<file path="config.mk">
export PLATFORM = sky130hd
export DESIGN_NAME = sram_mem_controller
export DESIGN_NICKNAME = d
export VERILOG_FILES = /design/src/rtl/mem_ctrl_pkg.sv /design/src/rtl/sram_wait_counter.sv /design/src/rtl/sram_mem_controller.sv
export SDC_FILE = /design/constraint.sdc
export NUM_CORES = 1
export LEC_CHECK = 0
export ABC_AREA = 1
export CAP_MARGIN = 5
export CORE_MARGIN = 3
export CORE_UTILIZATION = 35
export DETAILED_ROUTE_END_ITERATION = 8
export PLACE_DENSITY = 0.62
export SLEW_MARGIN = 10
export SYNTH_ARGS = -nofsm -noshare
export SYNTH_HDL_FRONTEND = slang
export SYNTH_HIERARCHICAL = 1
export SYNTH_SLANG_ARGS = --single-unit
</file>
<file path="constraint.sdc">
create_clock -name clk -period 2.9 [get_ports clk]
set_input_delay 0.29 -clock clk [delete_from_list [all_inputs] [get_ports clk]]
set_output_delay 0.29 -clock clk [all_outputs]
set_load 0.03 [all_outputs]
</file>
<file path="src/rtl/mem_ctrl_pkg.sv">
// Shared types and constants for the SRAM data-memory controller.
package mem_ctrl_pkg;

  typedef enum logic [1:0] {
    IDLE = 2'd0,
    LO   = 2'd1,
    HI   = 2'd2,
    DONE = 2'd3
  } state_e;

  localparam int unsigned ADDR_BASE_DEF = 1024;
  localparam int unsigned DATA_W        = 32;
  localparam int unsigned HALF_W        = 16;
  // Wait-state counter width; covers WAIT_CYCLES up to 15.
  localparam int unsigned CNT_W         = 4;

  localparam logic HALF_LO = 1'b0;
  localparam logic HALF_HI = 1'b1;

endpackage

</file>
<file path="src/rtl/sram_wait_counter.sv">
// Wait-state counter shared by the LO and HI half-word phases.
module sram_wait_counter
  import mem_ctrl_pkg::*;
#(
  parameter int unsigned WAIT_CYCLES = 5
) (
  input  logic             clk,
  input  logic             rst,
  input  logic             clear,
  input  logic             enable,
  output logic [CNT_W-1:0] count,
  output logic             last
);

  logic [CNT_W-1:0] count_d;
  logic [CNT_W-1:0] count_q;

  // Clear has priority so the terminal count rolls straight back to zero.
  always_comb begin
    count_d = count_q;
    if (clear) begin
      count_d = '0;
    end else if (enable) begin
      count_d = count_q + CNT_W'(1);
    end
  end

  // Count register.
  always_ff @(posedge clk or negedge rst) begin
    if (!rst) begin
      count_q <= '0;
    end else begin
      count_q <= count_d;
    end
  end

  assign count = count_q;
  assign last  = (count_q == CNT_W'(WAIT_CYCLES - 1));

endmodule

</file>
<file path="src/rtl/sram_mem_controller.sv">
// Splits 32-bit MEM-stage loads/stores into two 16-bit SRAM phases with wait states.
module sram_mem_controller
  import mem_ctrl_pkg::*;
#(
  parameter int unsigned ADDR_BASE   = ADDR_BASE_DEF,
  parameter int unsigned SRAM_ADDR_W = 18,
  parameter int unsigned WAIT_CYCLES = 5
) (
  input  logic                   clk,
  input  logic                   rst,
  input  logic                   rd_en,
  input  logic                   wr_en,
  input  logic [DATA_W-1:0]      address,
  input  logic [DATA_W-1:0]      write_data,
  output logic [DATA_W-1:0]      read_data,
  output logic                   ready,
  output logic [SRAM_ADDR_W-1:0] sram_addr,
  output logic [HALF_W-1:0]      sram_dq_out,
  input  logic [HALF_W-1:0]      sram_dq_in,
  output logic                   sram_dq_oe,
  output logic                   sram_we_n
);

  localparam int unsigned WORD_W = SRAM_ADDR_W - 1;

  state_e                   state_d, state_q;
  logic                     op_wr_d, op_wr_q;
  logic [WORD_W-1:0]        word_d, word_q;
  logic [DATA_W-1:0]        wdata_d, wdata_q;
  logic [DATA_W-1:0]        rdata_d, rdata_q;
  logic [SRAM_ADDR_W-1:0]   sram_addr_d, sram_addr_q;
  logic [HALF_W-1:0]        sram_dq_out_d, sram_dq_out_q;
  logic                     sram_dq_oe_d, sram_dq_oe_q;
  logic                     sram_we_n_d, sram_we_n_q;

  logic [CNT_W-1:0]         cnt;
  logic [CNT_W-1:0]         cnt_nxt;
  logic                     cnt_last;
  logic                     cnt_clear;
  logic                     cnt_en;
  logic                     in_phase;
  logic                     next_in_phase;

  sram_wait_counter #(
    .WAIT_CYCLES (WAIT_CYCLES)
  ) u_wait_counter (
    .clk    (clk),
    .rst    (rst),
    .clear  (cnt_clear),
    .enable (cnt_en),
    .count  (cnt),
    .last   (cnt_last)
  );

  // FSM next state, request latching, read-half capture and pipeline freeze.
  always_comb begin
    state_d   = state_q;
    op_wr_d   = op_wr_q;
    word_d    = word_q;
    wdata_d   = wdata_q;
    rdata_d   = rdata_q;
    ready     = 1'b0;
    cnt_en    = 1'b0;
    cnt_clear = 1'b1;
    unique case (state_q)
      IDLE: begin
        // Combinational so the pipeline freezes in the request cycle itself.
        ready = ~(rd_en | wr_en);
        if (rd_en | wr_en) begin
          state_d = LO;
          op_wr_d = wr_en;
          word_d  = WORD_W'((address - DATA_W'(ADDR_BASE)) >> 2);
          wdata_d = write_data;
        end
      end
      LO: begin
        cnt_en    = 1'b1;
        cnt_clear = cnt_last;
        if (cnt_last) begin
          state_d = HI;
          if (!op_wr_q) begin
            rdata_d[HALF_W-1:0] = sram_dq_in;
          end
        end
      end
      HI: begin
        cnt_en    = 1'b1;
        cnt_clear = cnt_last;
        if (cnt_last) begin
          state_d = DONE;
          if (!op_wr_q) begin
            rdata_d[DATA_W-1:HALF_W] = sram_dq_in;
          end
        end
      end
      DONE: begin
        ready   = 1'b1;
        state_d = IDLE;
      end
      default: begin
        state_d = IDLE;
      end
    endcase
  end

  // SRAM pin values for the coming cycle, derived from next state and next count.
  always_comb begin
    in_phase      = (state_q == LO) || (state_q == HI);
    next_in_phase = (state_d == LO) || (state_d == HI);
    cnt_nxt       = (in_phase && !cnt_last) ? (cnt + CNT_W'(1)) : '0;
    sram_addr_d   = sram_addr_q;
    sram_dq_out_d = sram_dq_out_q;
    sram_dq_oe_d  = 1'b0;
    sram_we_n_d   = 1'b1;
    if (next_in_phase) begin
      sram_addr_d = {word_d, (state_d == HI) ? HALF_HI : HALF_LO};
      if (op_wr_d) begin
        sram_dq_out_d = (state_d == HI) ? wdata_d[DATA_W-1:HALF_W] : wdata_d[HALF_W-1:0];
        sram_dq_oe_d  = 1'b1;
        // Strobe released on the last phase cycle for hold time, unless the phase is one cycle.
        sram_we_n_d   = (WAIT_CYCLES > 1) && (cnt_nxt == CNT_W'(WAIT_CYCLES - 1));
      end
    end
  end

  // State, latched request and registered SRAM pins.
  always_ff @(posedge clk or negedge rst) begin
    if (!rst) begin
      state_q       <= IDLE;
      op_wr_q       <= 1'b0;
      word_q        <= '0;
      wdata_q       <= '0;
      rdata_q       <= '0;
      sram_addr_q   <= '0;
      sram_dq_out_q <= '0;
      sram_dq_oe_q  <= 1'b0;
      sram_we_n_q   <= 1'b1;
    end else begin
      state_q       <= state_d;
      op_wr_q       <= op_wr_d;
      word_q        <= word_d;
      wdata_q       <= wdata_d;
      rdata_q       <= rdata_d;
      sram_addr_q   <= sram_addr_d;
      sram_dq_out_q <= sram_dq_out_d;
      sram_dq_oe_q  <= sram_dq_oe_d;
      sram_we_n_q   <= sram_we_n_d;
    end
  end

  assign read_data   = rdata_q;
  assign sram_addr   = sram_addr_q;
  assign sram_dq_out = sram_dq_out_q;
  assign sram_dq_oe  = sram_dq_oe_q;
  assign sram_we_n   = sram_we_n_q;

endmodule

</file>
Word level (Yosys, flattened, before mapping)
Index checks and enable logic that the tools add are counted.
{"block": "op_classes", "n_mux": 22, "n_eq_ne": 7, "reduce_logical": 10, "addsub": 2, "n_bitwise": 3}
{"cell": "32-bit 2-to-1 mux", "n": 2}
{"cell": "17-bit 2-to-1 mux", "n": 2}
{"cell": "19-bit by 11-bit subtractor with 19-bit output (second input constant)", "n": 1}
{"cell": "16-bit 2-to-1 mux", "n": 1}
{"cell": "4-bit 2-to-1 mux", "n": 3}
{"cell": "1-bit 2-to-1 mux", "n": 9}
{"cell": "4-bit by 3-bit equality test with 1-bit output (second input constant)", "n": 2}
{"cell": "2-bit one-hot mux with 4 select lines", "n": 1}
{"cell": "2-bit equality test (second input constant)", "n": 3}
{"cell": "2-bit 2-to-1 mux", "n": 3}
{"cell": "3-bit AND reduction", "n": 2}
{"cell": "4-bit by 1-bit adder with 4-bit output (second input constant)", "n": 1}
{"cell": "2-bit by 1-bit equality test with 1-bit output (second input constant)", "n": 2}
{"cell": "2-bit logical NOT", "n": 1}
{"cell": "1-bit logical OR", "n": 2}
{"cell": "1-bit NOT", "n": 2}
{"cell": "1-bit one-hot mux with 2 select lines", "n": 1}
{"cell": "2-bit AND reduction", "n": 1}
{"cell": "2-bit nonzero test", "n": 1}
{"cell": "2-bit OR reduction", "n": 1}
{"cell": "1-bit logical AND", "n": 1}
{"cell": "1-bit logical NOT", "n": 1}
{"cell": "1-bit OR", "n": 1}
{"block": "totals", "word_cells": 55, "out_inout_bits": 69, "register_bits": 124}

Longest topological paths before layout
{"block": "depth", "word_depth": 7, "mapped_depth": 15, "depth_no_buf": 14}

Hierarchy
The synthesis kept the hierarchy.
{"mod": "sram_mem_controller", "cells_per_inst": 581, "area_per_inst_um2": 5054.8, "instances": 1, "seq_area_each_um2": 3004.1}
{"mod": "sram_wait_counter", "cells_per_inst": 28, "area_per_inst_um2": 225.2, "instances": 1, "seq_area_each_um2": 100.1}

Worst setup path before layout
OpenSTA, ideal clock, no wires.
{"block": "synth_timing", "path_kind": "register to register", "from": "register u_wait_counter.count_q[0], in the netlist u_wait_counter/count[0]", "to": "register sram_dq_out_q[10], in the netlist sram_dq_out[10]", "arrival_ns": 2.189, "setup_time_ns": 0.117, "path_slack_ns": 0.594, "path_buffers": 1, "path_stages_with_launch": 15, "period_less_slack_ns": 2.306, "cell_sequence": "dfrtp_1 > inv_1 > ha_1 > nand2_1 > nor2_1 > a21oi_1 > a32oi_1 > inv_1 > ha_1 > clkinv_1 > nand2_2 > inv_4 > buf_6 > nand3_1 > nand2_1"}
{"block": "synth_via", "elab_chain_len": 6, "word_cells_on_any_way": 9}
{"item": "from (decl)", "line_no": "sram_wait_counter.sv:16", "source": "logic [CNT_W-1:0] count_q;"}
{"item": "from (signal assigned)", "line_no": "sram_wait_counter.sv:33", "source": "count_q <= count_d;"}
{"item": "4-bit by 3-bit equality test with 1-bit output *", "line_no": "sram_wait_counter.sv:38", "source": "assign last = (count_q == CNT_W'(WAIT_CYCLES - 1));"}
{"item": "named net cnt_last", "line_no": "sram_mem_controller.sv:38", "source": "logic cnt_last;"}
{"item": "2-bit 2-to-1 mux, on equally long branches", "line_no": "sram_mem_controller.sv:89, sram_mem_controller.sv:79"}
{"item": "2-bit one-hot mux with 4 select lines *", "line_no": "sram_mem_controller.sv:65", "source": "unique case (state_q)"}
{"item": "named net state_d[0]", "line_no": "sram_mem_controller.sv:26", "source": "state_e state_d, state_q;"}
{"item": "2-bit by 1-bit equality test with 1-bit output or 2-bit equality test (tied branches)", "line_no": "sram_mem_controller.sv:109, sram_mem_controller.sv:118"}
{"item": "1-bit logical OR", "line_no": "sram_mem_controller.sv:109", "source": "next_in_phase = (state_d == LO) || (state_d == HI);"}
{"item": "2-bit AND reduction (no source line)"}
{"item": "to (signal assigned)", "line_no": "sram_mem_controller.sv:145", "source": "sram_dq_out_q <= sram_dq_out_d;"}
{"item": "to (decl)", "line_no": "sram_mem_controller.sv:32", "source": "logic [HALF_W-1:0] sram_dq_out_d, sram_dq_out_q;"}
Mark *: on every way through the listed nets, which the timed path passes. The rest lies on a longest branch.
A chain may end at the register's enable or synchronous reset.

Final worst setup path
{"block": "layout_timing", "from": "register u_wait_counter.count_q[0], in the netlist u_wait_counter/count[0]", "to": "register sram_addr_q[0], in the netlist sram_addr[0]"}
{"block": "layout_via", "elab_chain_len": 5, "word_cells_on_any_way": 8}
{"item": "4-bit by 3-bit equality test with 1-bit output *", "line_no": "sram_wait_counter.sv:38"}
{"item": "named net cnt_last", "line_no": "sram_mem_controller.sv:38"}
{"item": "2-bit 2-to-1 mux, on equally long branches", "line_no": "sram_mem_controller.sv:89, sram_mem_controller.sv:79"}
{"item": "2-bit one-hot mux with 4 select lines *", "line_no": "sram_mem_controller.sv:65"}
{"item": "named net state_d[0]", "line_no": "sram_mem_controller.sv:26"}
{"item": "2-bit equality test or 2-bit by 1-bit equality test with 1-bit output (tied branches)", "line_no": "sram_mem_controller.sv:109, sram_mem_controller.sv:116"}
{"item": "1-bit 2-to-1 mux or 1-bit logical OR (tied branches)", "line_no": "sram_mem_controller.sv:116, sram_mem_controller.sv:109"}
{"item": "to (signal assigned)", "line_no": "sram_mem_controller.sv:144", "source": "sram_addr_q <= sram_addr_d;"}
{"item": "to (decl)", "line_no": "sram_mem_controller.sv:31", "source": "logic [SRAM_ADDR_W-1:0] sram_addr_d, sram_addr_q;"}
Marks and branches as above.

==> run metrics <==
Hold WS=0.368 ns; maximum fanout along the worst path=17; Yosys top cell area share=about three fifths; Final Hold Viols=0; Total Wirelength=roughly 14000 um; max-cap viol count=0; area of the multi-input gates=between 1500 and 2000 sq um; gr usage total=between 10% and 20%; vias in the first global route=4724; library cells used by synthesis=31; Sink Count=roughly 120; cts bufs inserted=17; clock root buffer master=clkbuf_16; initial antenna violation count=1; Seq cells post-synth=124; Reg-to-Reg End=sram_addr[0]; leakage power=~3.7 nW; Max stage delay on crit path=0.42 ns; area delta synth->final=41.1%; Async SR Flop Fraction=100%; R2R setup slack=between 0.3 and 0.4 ns; achievable frequency=roughly 400 MHz; Pint=between 5 and 6 mW; worst skew pair latency=just over 0.4 ns; RR Startpoint=u_wait_counter/count[0]; Pwr Density=around 1200 nW/um^2; EDFF count, synth=0; Core ar.=14600 sq um; pre-CTS WS=roughly 0.21 ns; sw power=3.47 mW; met3 usage=5.65%; relative slew slack=62.8%; row count=44; Mapped Cells=609; crit path launch=u_wait_counter/count[0]; Synth Area in Adders=between 2 and 2.5%; Nets=between 800 and 900; Die ar.=roughly 17000 sq um; CTS Buffer Depth=2; Reg area=~3100 sq um; Final Skew=between 0.007 and 0.008 ns; Die Wd=roughly 130 um; Reg power frac=about a third; # port buffers=around 140; Slowest-stage cell, CP=dfrtp_1; HPWL after detailed placement=roughly 9000 um; peak supply drop=between 0.6 and 0.7 mV; Pre-antenna DRT Iters=5; Worst Path Arrival=between 2 and 3 ns; Synth Cell Area=about 5300 sq um; # IOs=approximately 150; Fill cells=about 1.3k; drt drc=0; Tot Pwr=~8.8 mW; area leader, netlist=dfrtp_1; Final Worst Setup Slack=0.400 ns; critical path, cell by cell=inv_1, ha_1, nand2_1, nor2_1, inv_1, nand2_1, a32oi_1, inv_1, ha_1, clkinvlp_4, buf_4, o21ai_0; Synth Area in Compound Gates=6.40%; gr busiest metal=met2; proportion of synthesized area in mux cells=0%; Reg2Reg Depth=12; first-pass GRT wire length=between 20000 and 25000 um; pin count of the biggest net entering global routing=between 90 and 100; Tcrit/Tclk final=86.2%; combinational power share=between 40% and 50%; placer congestion estimate=0.800; clk slew on worst S/H paths=0.05 ns; Vias/cell=roughly 4.8; status=completed; sequential area share after synthesis=about three fifths; vias=around 4.5k; shortest period the worst path allows=2.50 ns; switching part of the total=between 30% and 40%; Post-Synth Simple-Gate Area=approximately a quarter; most frequent cells in the layout=nand2_1, clkdlybuf4s50_1, dfrtp_1; Syn Area/Cell=8.67 sq um; M1 GR Usage=between 20% and 30%; Synth Warn #=6; Setup TNS=0 ns; Setup crit start kind=flop; crit path to=sram_addr[0]; CTS tree=yes; H-tree levels=4; xor-xnor portion of the synthesized cell area=0.166%; fin. max-slew vios=0; Final Core Density=50.9%; Worst setup EP type=flop; Inserted Diodes=0; iteration-0 DRC count of the detailed router=261; Crit path required time=roughly 3.2 ns; DR WL/cell=between 10 and 15 um; Post-DRT Antenna Nets=0; met2 usage=27.4%; Worst-Margin Slew=roughly 0.56 ns; Area contributors post-synth=dfrtp_1, nand2_1, nand3_1; postcts setup bufs=0; DIE HEIGHT=~130 um; syn_nets=roughly 700; most common flop cell mapped by yosys=dfrtp_1; CP most frequent cell=inv_1; largest family of logic cells by synthesized area=simple AND/OR/NAND/NOR gates; commonest non-fill, non-tap cell in the layout=nand2_1; CP Class=flop to flop; worst min-delay path class=primary input to asynchronous set/reset pin; Setup violations, final=0; layout cells sized above 1=roughly 6.4%; total congestion overflow=0; Clk pwr share=about a quarter; Initial Utilization=between 30 and 40%; RSZ-0062 raised after global routing=no
[through the flow]
stage	std cells	area, sq um
floorplan	609	5280
global placement	916	6850
detailed placement	916	6850
CTS	949	7450
global route	949	7450
finish	949	7450
[timing repair]
action | CTS | global route
hold buffers | 1 | 0
endpoints found under the setup margin | 0 | 10
endpoints found under the hold margin | 32 | 0
resized for setup | 0 | 1
[state kept, by name (all words and copies together) (netlist names), 2 cells and up]
name,flops
read_data,32
sram_addr,18
sram_dq_out,16
state_q,2
u_wait_counter/count,4
wdata_q,32
word_q,17
[synth_stat cells, types with 3 or more instances]
cell type  instances
nand2_1          239
dfrtp_1          123
nand3_1           68
inv_1             42
o21ai_0           41
nor2_1            23
buf_2             10
clkbuf_1          10
ha_1              10
a31oi_1            8
a21oi_1            7
or2_1              3
[worst max-delay path: cells and delay by family (launching register included)]
family,cells,cell delay [ns]
adder cells (fa/ha/maj),2,0.38
AND/OR/NAND/NOR,3,0.42
buffers and inverters,5,0.96
AO/OA/AOI/OAI,2,0.24
flip-flops,1,0.42
[cell type report]
class	instances	share of cell area (%)
Clock buffer	26	6.83
Clock inverter	6	1.11
Inverter	47	2.49
Multi-Input combinational cell	415	25.2
Sequential cell	124	41.7
Tap cell	184	3.09
Timing Repair Buffer	147	19.6
[how the worst min path moves through the flow]
stage | from | end | slack (ns) | cells after the start
detailed placement | rst | read_data[26] | 0.26 | 1
global route | rst | read_data[26] | 0.39 | 2
finish | rst | read_data[26] | 0.37 | 2
global placement | rst | read_data[10] | 0.25 | 1
CTS | rst | read_data[26] | 0.36 | 2
floorplan | rst | op_wr_q | -0.006 | 0
[per-layer routing]
| metal | share of wire [%] | up-vias | wire, um |
|---|---|---|---|
| li1 | - | 2224 | - |
| met1 | 45 | 2138 | 6100 |
| met2 | 47 | 142 | 6340 |
| met3 | 6.9 | 17 | 940 |
| met4 | 1.4 | 2 | 188 |
| met5 | 0.096 | - | 13 |
[cell families (layout without fill, tap and decap cells)]
| kind of cell | after synthesis | in the layout |
|---|---|---|
| compound gates | 62 | 62 |
| xor+xnor | 1 | 1 |
| fa+ha+maj | 10 | 10 |
| buf+inv | 70 | 226 |
| flops | 124 | 124 |
| simple gates | 342 | 342 |
[power by group through the flow]
| stage | Sequential, mW | Clock (mW) | Combinational [mW] |
|---|---|---|---|
| global route | 2.91 | 2.22 | 4.30 |
| CTS | 2.82 | 2.14 | 3.92 |
| floorplan | 3.50 | 0 | 1.81 |
| detailed placement | 2.83 | 0 | 3.90 |
| global placement | 2.81 | 0 | 3.82 |
| finish | 2.81 | 2.09 | 3.86 |
Note: power is estimated with default switching activity, not from simulation.
